**src/rtl/apb_pkg.sv**
```systemverilog
// Shared types and slot map for the APB master sequencer and its arbiter.
// Slot decode uses address bits [15:13]; slots 0 and 7 are unmapped.
package apb_pkg;

    localparam int ADDR_W_DEF = 20;
    localparam int DATA_W_DEF = 32;

    typedef enum logic [1:0] {
        IDLE,
        SETUP,
        ACCESS
    } state_t;

    localparam logic [2:0] SLOT_TIMER = 3'd1;
    localparam logic [2:0] SLOT_PWM   = 3'd2;
    localparam logic [2:0] SLOT_UART  = 3'd3;
    localparam logic [2:0] SLOT_GPIO  = 3'd4;
    localparam logic [2:0] SLOT_SPI   = 3'd5;
    localparam logic [2:0] SLOT_I2C   = 3'd6;

    function automatic logic is_mapped_slot(input logic [2:0] slot);
        return (slot >= SLOT_TIMER) && (slot <= SLOT_I2C);
    endfunction

endpackage

```
**src/rtl/apb_rr_arbiter.sv**
```systemverilog
// Two-way round-robin arbiter. On a tie the port that did not win last time
// is granted; last_grant resets to 1 so port 0 wins the first tie.
module apb_rr_arbiter (
    input  logic       clk,
    input  logic       rst,
    input  logic [1:0] req,
    input  logic       advance,
    output logic [1:0] grant
);

    logic last_grant;

    // NOTE: every always_comb output gets a default first so no path can infer a latch.
    always_comb begin
        grant = 2'b00;
        case (req)
            2'b01:   grant = 2'b01;
            2'b10:   grant = 2'b10;
            2'b11:   grant = last_grant ? 2'b01 : 2'b10;
            default: grant = 2'b00;
        endcase
    end

    // NOTE: sequential state uses non-blocking assignments so all flops update together at the edge.
    always_ff @(posedge clk) begin
        if (rst) begin
            last_grant <= 1'b1;
        end else if (advance && (req != 2'b00)) begin
            last_grant <= grant[1];
        end
    end

endmodule

```
**src/rtl/apb_master_arbiter.sv**
```systemverilog
// APB master sequencer: arbitrates two requesters, runs IDLE/SETUP/ACCESS,
// enforces a PREADY timeout and rejects unmapped slots without a bus cycle.
module apb_master_arbiter
    import apb_pkg::*;
#(
    parameter int ADDR_W  = ADDR_W_DEF,
    parameter int DATA_W  = DATA_W_DEF,
    parameter int TIMEOUT = 255
) (
    input  logic              clk,
    input  logic              rst,
    input  logic              req0_valid,
    output logic              req0_ready,
    input  logic [ADDR_W-1:0] req0_addr,
    input  logic              req0_we,
    input  logic [DATA_W-1:0] req0_wdata,
    output logic              rsp0_valid,
    output logic [DATA_W-1:0] rsp0_rdata,
    output logic              rsp0_err,
    input  logic              req1_valid,
    output logic              req1_ready,
    input  logic [ADDR_W-1:0] req1_addr,
    input  logic              req1_we,
    input  logic [DATA_W-1:0] req1_wdata,
    output logic              rsp1_valid,
    output logic [DATA_W-1:0] rsp1_rdata,
    output logic              rsp1_err,
    output logic [ADDR_W-1:0] paddr,
    output logic              pwrite,
    output logic [DATA_W-1:0] pwdata,
    output logic              psel,
    output logic              penable,
    input  logic [DATA_W-1:0] prdata,
    input  logic              pready,
    input  logic              pslverr
);

    localparam int CNT_W = $clog2(TIMEOUT + 1);

    state_t            state_q, state_d;
    logic              owner_q;
    logic [CNT_W-1:0]  cnt_q;
    logic [1:0]        grant;
    logic              accept;
    logic [ADDR_W-1:0] sel_addr;
    logic              sel_we;
    logic [DATA_W-1:0] sel_wdata;
    logic              mapped;
    logic              timeout_hit;
    logic              rsp_fire;
    logic              rsp_port_d;
    logic              rsp_err_d;
    logic [DATA_W-1:0] rsp_rdata_d;

    assign accept = (state_q == IDLE) && (req0_valid || req1_valid);

    apb_rr_arbiter u_arb (
        .clk     (clk),
        .rst     (rst),
        .req     ({req1_valid, req0_valid}),
        .advance (accept),
        .grant   (grant)
    );

    assign req0_ready  = accept && grant[0];
    assign req1_ready  = accept && grant[1];
    assign sel_addr    = grant[1] ? req1_addr  : req0_addr;
    assign sel_we      = grant[1] ? req1_we    : req0_we;
    assign sel_wdata   = grant[1] ? req1_wdata : req0_wdata;
    assign mapped      = is_mapped_slot(sel_addr[15:13]);
    // cnt_q counts earlier wait cycles, so this is the TIMEOUT-th ACCESS cycle.
    assign timeout_hit = (cnt_q == CNT_W'(TIMEOUT - 1));

    assign psel    = (state_q != IDLE);
    assign penable = (state_q == ACCESS);

    always_comb begin
        state_d     = state_q;
        rsp_fire    = 1'b0;
        rsp_err_d   = 1'b0;
        rsp_rdata_d = '0;
        rsp_port_d  = owner_q;
        unique case (state_q)
            IDLE: begin
                rsp_port_d = grant[1];
                if (accept) begin
                    if (mapped) begin
                        state_d = SETUP;
                    end else begin
                        rsp_fire  = 1'b1;
                        rsp_err_d = 1'b1;
                    end
                end
            end
            SETUP: state_d = ACCESS;
            ACCESS: begin
                if (pready) begin
                    state_d     = IDLE;
                    rsp_fire    = 1'b1;
                    rsp_err_d   = pslverr;
                    rsp_rdata_d = pwrite ? '0 : prdata;
                end else if (timeout_hit) begin
                    state_d   = IDLE;
                    rsp_fire  = 1'b1;
                    rsp_err_d = 1'b1;
                end
            end
            default: state_d = IDLE;
        endcase
    end

    always_ff @(posedge clk) begin
        if (rst) begin
            state_q    <= IDLE;
            owner_q    <= 1'b0;
            cnt_q      <= '0;
            paddr      <= '0;
            pwrite     <= 1'b0;
            pwdata     <= '0;
            rsp0_valid <= 1'b0;
            rsp0_rdata <= '0;
            rsp0_err   <= 1'b0;
            rsp1_valid <= 1'b0;
            rsp1_rdata <= '0;
            rsp1_err   <= 1'b0;
        end else begin
            state_q <= state_d;
            if (accept) begin
                owner_q <= grant[1];
                paddr   <= sel_addr;
                pwrite  <= sel_we;
                pwdata  <= sel_wdata;
            end
            if (state_d == SETUP) begin
                cnt_q <= '0;
            end else if ((state_q == ACCESS) && !pready && !timeout_hit) begin
                cnt_q <= cnt_q + CNT_W'(1);
            end
            rsp0_valid <= rsp_fire && !rsp_port_d;
            rsp1_valid <= rsp_fire && rsp_port_d;
            if (rsp_fire && !rsp_port_d) begin
                rsp0_rdata <= rsp_rdata_d;
                rsp0_err   <= rsp_err_d;
            end
            if (rsp_fire && rsp_port_d) begin
                rsp1_rdata <= rsp_rdata_d;
                rsp1_err   <= rsp_err_d;
            end
        end
    end

endmodule

```
**config.mk**
```make
export PLATFORM = sky130hd
export DESIGN_NAME = apb_master_arbiter
export DESIGN_NICKNAME = d
export VERILOG_FILES = /design/src/rtl/apb_pkg.sv /design/src/rtl/apb_rr_arbiter.sv /design/src/rtl/apb_master_arbiter.sv
export SDC_FILE = /design/constraint.sdc
export NUM_CORES = 1
export LEC_CHECK = 0
export BUFFER_PORTS_ARGS = -buffer_cell sky130_fd_sc_hd__buf_2
export CAP_MARGIN = 10
export CORE_UTILIZATION = 46
export CTS_CLUSTER_SIZE = 25
export DETAILED_ROUTE_END_ITERATION = 7
export PLACE_DENSITY = 0.81
export SETUP_SLACK_MARGIN = 0.15
export SYNTH_ARGS = -nofsm -noshare
export SYNTH_HDL_FRONTEND = slang
export SYNTH_SLANG_ARGS = --single-unit
```
**constraint.sdc**
```tcl
create_clock -name clk -period 2.7 [get_ports clk]
set_clock_uncertainty 0.2 [all_clocks]
set_input_delay 0.54 -clock clk [delete_from_list [all_inputs] [get_ports clk]]
set_output_delay 0.54 -clock clk [all_outputs]
set_load 0.005 [all_outputs]
```
==> out/summary.md <==
The number of nets in the synthesized netlist is 766. Setup repair after global routing left no endpoint under its margin. The first global-routing pass estimated 24.2 mm of wire.

The run finished with clean final reports. The total track usage was 0.244. The tools report the origin of the worst min-delay path as prdata[13]. The routed layout has 5,148 vias.

The actual slew at the worst max-slew pin came out at 0.673 ns. The share of synthesized cell area in and, or, nand and nor gates is 0.301, and the initial cell density of the core is 0.475. For this design, the CTS-stage hold fixing added 0 buffers. Input and output buffers added on the ports amount to 268. The tools report the clock network fraction of design power as 0.455. The net switching power figure came out at 1.32 mW. The post-synthesis mux area share is 0.123, and the post-synthesis to final-layout area growth is 38.4%.

The maximum fanout along the worst path was 4; the number of max-capacitance violations reported was 0. The placed instances occupy a cell area of 6890 um2. Data arrives at the worst endpoint at 1.68 ns.

By area, the combinational part of the netlist is dominated by simple AND/OR/NAND/NOR gates. After synthesis, the mean cell area works out to 8.78 um2. STA classifies the critical path startpoint as a register. The fraction of the mapped netlist area in adder cells was 0.00460. Leaving out fill and tap cells, the most frequent cells in the layout are 267 x sky130_fd_sc_hd__buf_2, 165 x sky130_fd_sc_hd__nor2_1, 133 x sky130_fd_sc_hd__dfxtp_1, 67 x sky130_fd_sc_hd__nand2b_1, 67 x sky130_fd_sc_hd__mux2i_1. The critical path class was register to output port. At the worst endpoint, the required time is 1.96 ns. The detail route stage leaves a number of antenna-violating nets equal to 0. The final clock period utilization by the worst path is 0.898.

The initial antenna violation count was 1. The net total in the final layout is 1,022, and the cell count after synthesis is 620. In this run the critical register-to-register path is launched from cnt_q[0]$_SDFFE_PP0P_. For this run, the slowest stage of the critical path takes 0.54 ns. At the end of routability-driven placement, the weighted congestion stood at 0.826. The tools report the critical path capture point type as an output port. Most common library cell in the layout ignoring fill and taps: sky130_fd_sc_hd__buf_2. The clock sink count is 133, and the placeable core region is 11,500 um2.

The clock period minus final worst setup slack came out at 2.42 ns. The count of cells resized by post-cts repair is 0, and the height of the die is 111 um. The die is 111 um wide. The power share of the sequential group came out at 0.403. Timing would allow up to 413 MHz.

The top-level I/O count was 269. Xor-xnor portion of the synthesized cell area: 0.00805. The footprint of the flip-flops and latches is 2660 um2.

TritonCTS built the clock tree. The tools report the static leakage as 3.92 nW. The tools report the start point of the critical path as state_q[0]$_SDFF_PP0_.

After detailed routing, the number of remaining DRC violations is 0. The register clock-pin slew on the reported worst setup and hold paths was 0.05 ns. The proportion of layout cells with a drive suffix above 1 came out at 0.360.

Cell internal power was estimated by the tool at 4.03 mW. For this block, the routed nets add up to 14.6 mm of wire. Counting flops and latches in the post-synthesis netlist gives 133. The relative slew slack was 0.546; the average detailed-routed wire length per instance was 14.1 um.

The floorplan step defined a die boundary enclosing 12,300 um2. The logs give 0.40 ns for the clock network latency to the later pin of the worst-skew pair and 0.489 for the sequential cell area fraction in the yosys report. The critical-path cell with the highest stage delay was sky130_fd_sc_hd__or3_2. The floorplan has 39 rows. The worst hold margin was 0.202 ns; the number of buffers on the longest clock path was 2.

For the synthesized cell area, the log shows 5440 um2. Library cell used as clock root buffer: sky130_fd_sc_hd__clkbuf_16. CTS built an H-tree with a depth of 4.

The logs give 17 for the number of buffers inserted during clock tree synthesis and 0.608 mV for the largest vdd supply drop. The combinational cell fraction of total power was 0.142; the count of filler cells inserted in the layout was 950. For this run the aggregate overflow at the end of global routing stands at 0. The tools report the number of max-slew violations in the final report as 0. For the largest net degree at the start of global routing, the log shows 78.

For the count of distinct cell types in the synthesized netlist, the log shows 32. Net switching share of the total power: 0.247. For the number of DRC violations after detailed-routing iteration 0, the log shows 282.

Fraction of the mapped netlist area in compound gates: 0.0317. Walking the worst path, the cells encountered are nor2_4, inv_2, or3_2, inv_1, buf_2. For the number of detailed-route iterations in the first pass, the log shows 6. Grouping stages by cell kind, the critical path spends the most delay in simple AND/OR/NAND/NOR gates.

Setup total negative slack on the finished layout was measured at 0 ns. Detailed placement finished with a half-perimeter wire length of 10.3 mm. The via-per-instance ratio was 4.98; the area of combinational cells with multiple inputs was 2570 um2.

Count of final hold-check violations: 0. The class of the most critical hold timing path was input pin to register. The number of buffers and inverters on the critical path was 3; the power density over the cells was 710 nW/um2.

Setup violations remaining at the end of the flow were counted as 0. Count of yosys warnings during synthesis: 0. The logs give 7530 um2 for the area of all placed cells without fillers and 5,073 for the via count of the first global-routing pass.
## metrics by stage
stage	cells	utilization	setup slack, ns	power [mW]
after global routing	1033	0.657	0.193	5.58
after detailed placement	999	0.601	0.245	2.95
after global placement	999	0.601	0.298	2.94
final	1033	0.657	0.276	5.34
after floorplan	620	-	0.449	2.63
after CTS	1031	0.656	0.177	5.40
## cells in the mapped netlist
cell,number,area share
sky130_fd_sc_hd__nor2_1,166,0.11
sky130_fd_sc_hd__dfxtp_1,133,0.49
sky130_fd_sc_hd__mux2i_1,67,0.12
sky130_fd_sc_hd__nand2b_1,67,0.077
sky130_fd_sc_hd__nor4_1,50,0.057
sky130_fd_sc_hd__nand2_1,37,0.026
sky130_fd_sc_hd__clkbuf_1,29,0.020
sky130_fd_sc_hd__a21oi_1,9,0.0083
sky130_fd_sc_hd__a211oi_1,6,0.0083
sky130_fd_sc_hd__buf_6,6,0.012
sky130_fd_sc_hd__inv_1,6,0.0041
sky130_fd_sc_hd__buf_1,5,0.0034
sky130_fd_sc_hd__o21ai_0,5,0.0046
sky130_fd_sc_hd__xor2_1,4,0.0064
sky130_fd_sc_hd__and3_1,3,0.0034
sky130_fd_sc_hd__nand3_1,3,0.0028
sky130_fd_sc_hd__nor3_1,3,0.0028
sky130_fd_sc_hd__or3_1,3,0.0034
sky130_fd_sc_hd__ha_1,2,0.0046
sky130_fd_sc_hd__nand2_4,2,0.0041
sky130_fd_sc_hd__nand4_1,2,0.0023
sky130_fd_sc_hd__nor3b_1,2,0.0028
sky130_fd_sc_hd__a211oi_2,1,0.0023
sky130_fd_sc_hd__a21boi_2,1,0.0021
sky130_fd_sc_hd__and4_1,1,0.0016
sky130_fd_sc_hd__buf_2,1,0.00092
sky130_fd_sc_hd__inv_2,1,0.00069
sky130_fd_sc_hd__nor2_4,1,0.0021
sky130_fd_sc_hd__nor4b_1,1,0.0016
sky130_fd_sc_hd__o211ai_1,1,0.0014
sky130_fd_sc_hd__o221ai_4,1,0.0048
sky130_fd_sc_hd__xnor2_1,1,0.0016
## flip-flops by register name, summed over array words and instances, names as in the netlist
| signal | cells |
|---|---|
| pwdata | 32 |
| rsp0_rdata | 32 |
| rsp1_rdata | 32 |
| paddr | 20 |
| cnt_q | 8 |
| state_q | 2 |
| owner_q | 1 |
| pwrite | 1 |
| rsp0_err | 1 |
| rsp0_valid | 1 |
| rsp1_err | 1 |
| rsp1_valid | 1 |
| u_arb.last_grant | 1 |
## cells by family after synthesis
family | count (synthesis)
compound gates | 24
xor+xnor | 5
fa+ha+maj | 2
buf+inv | 48
flops | 133
mux | 67
simple gates | 341
## tightest hold or removal path, stage by stage
cell and delay [ns]:
sky130_fd_sc_hd__buf_2 0.09, sky130_fd_sc_hd__nand2_1 0.06, sky130_fd_sc_hd__mux2i_1 0.06
## power by group through the flow
stage          combinational, mW  clock (mW)  sequential (mW)
6_report                   0.758        2.43             2.16
5_1_grt                    0.838        2.57             2.17
4_1_cts                    0.761        2.49             2.16
3_5_place_dp               0.758           0             2.19
3_3_place_gp               0.750           0             2.19
2_1_floorplan              0.425           0             2.20
## layer usage
metal / share of wire / GRT usage / routed length, um
met1: 0.41 / 0.278 / 5990
met2: 0.49 / 0.420 / 7200
met3: 0.076 / 0.0755 / 1110
met4: 0.021 / 0.104 / 300
met5: 0 / 0 / 0
## area by class of cell
type	count	share of cell area
Sequential cell	133	0.354
Multi-Input combinational cell	439	0.341
Timing Repair Buffer	278	0.193
Clock buffer	20	0.0607
Tap cell	143	0.0238
Clock inverter	12	0.0234
Inverter	7	0.00349
Antenna cell	1	0.000332
## timing repair
item                                   in CTS  in global routing
endpoints found under the hold margin       0                  0
setup endpoints to repair                   0                  1
setup buffers                               0                  1
## worst paths after layout
kind,cells after the start,to,slack [ns]
hold reg to reg,2,rsp0_rdata[21]$_SDFFE_PP0P_,0.27
hold / removal,3,rsp1_rdata[13]$_SDFFE_PP0P_,0.20
setup reg to reg,8,rsp1_rdata[8]$_SDFFE_PP0P_,0.47
setup / recovery,5,req0_ready,0.28
Power figures use the tool's default switching activity.
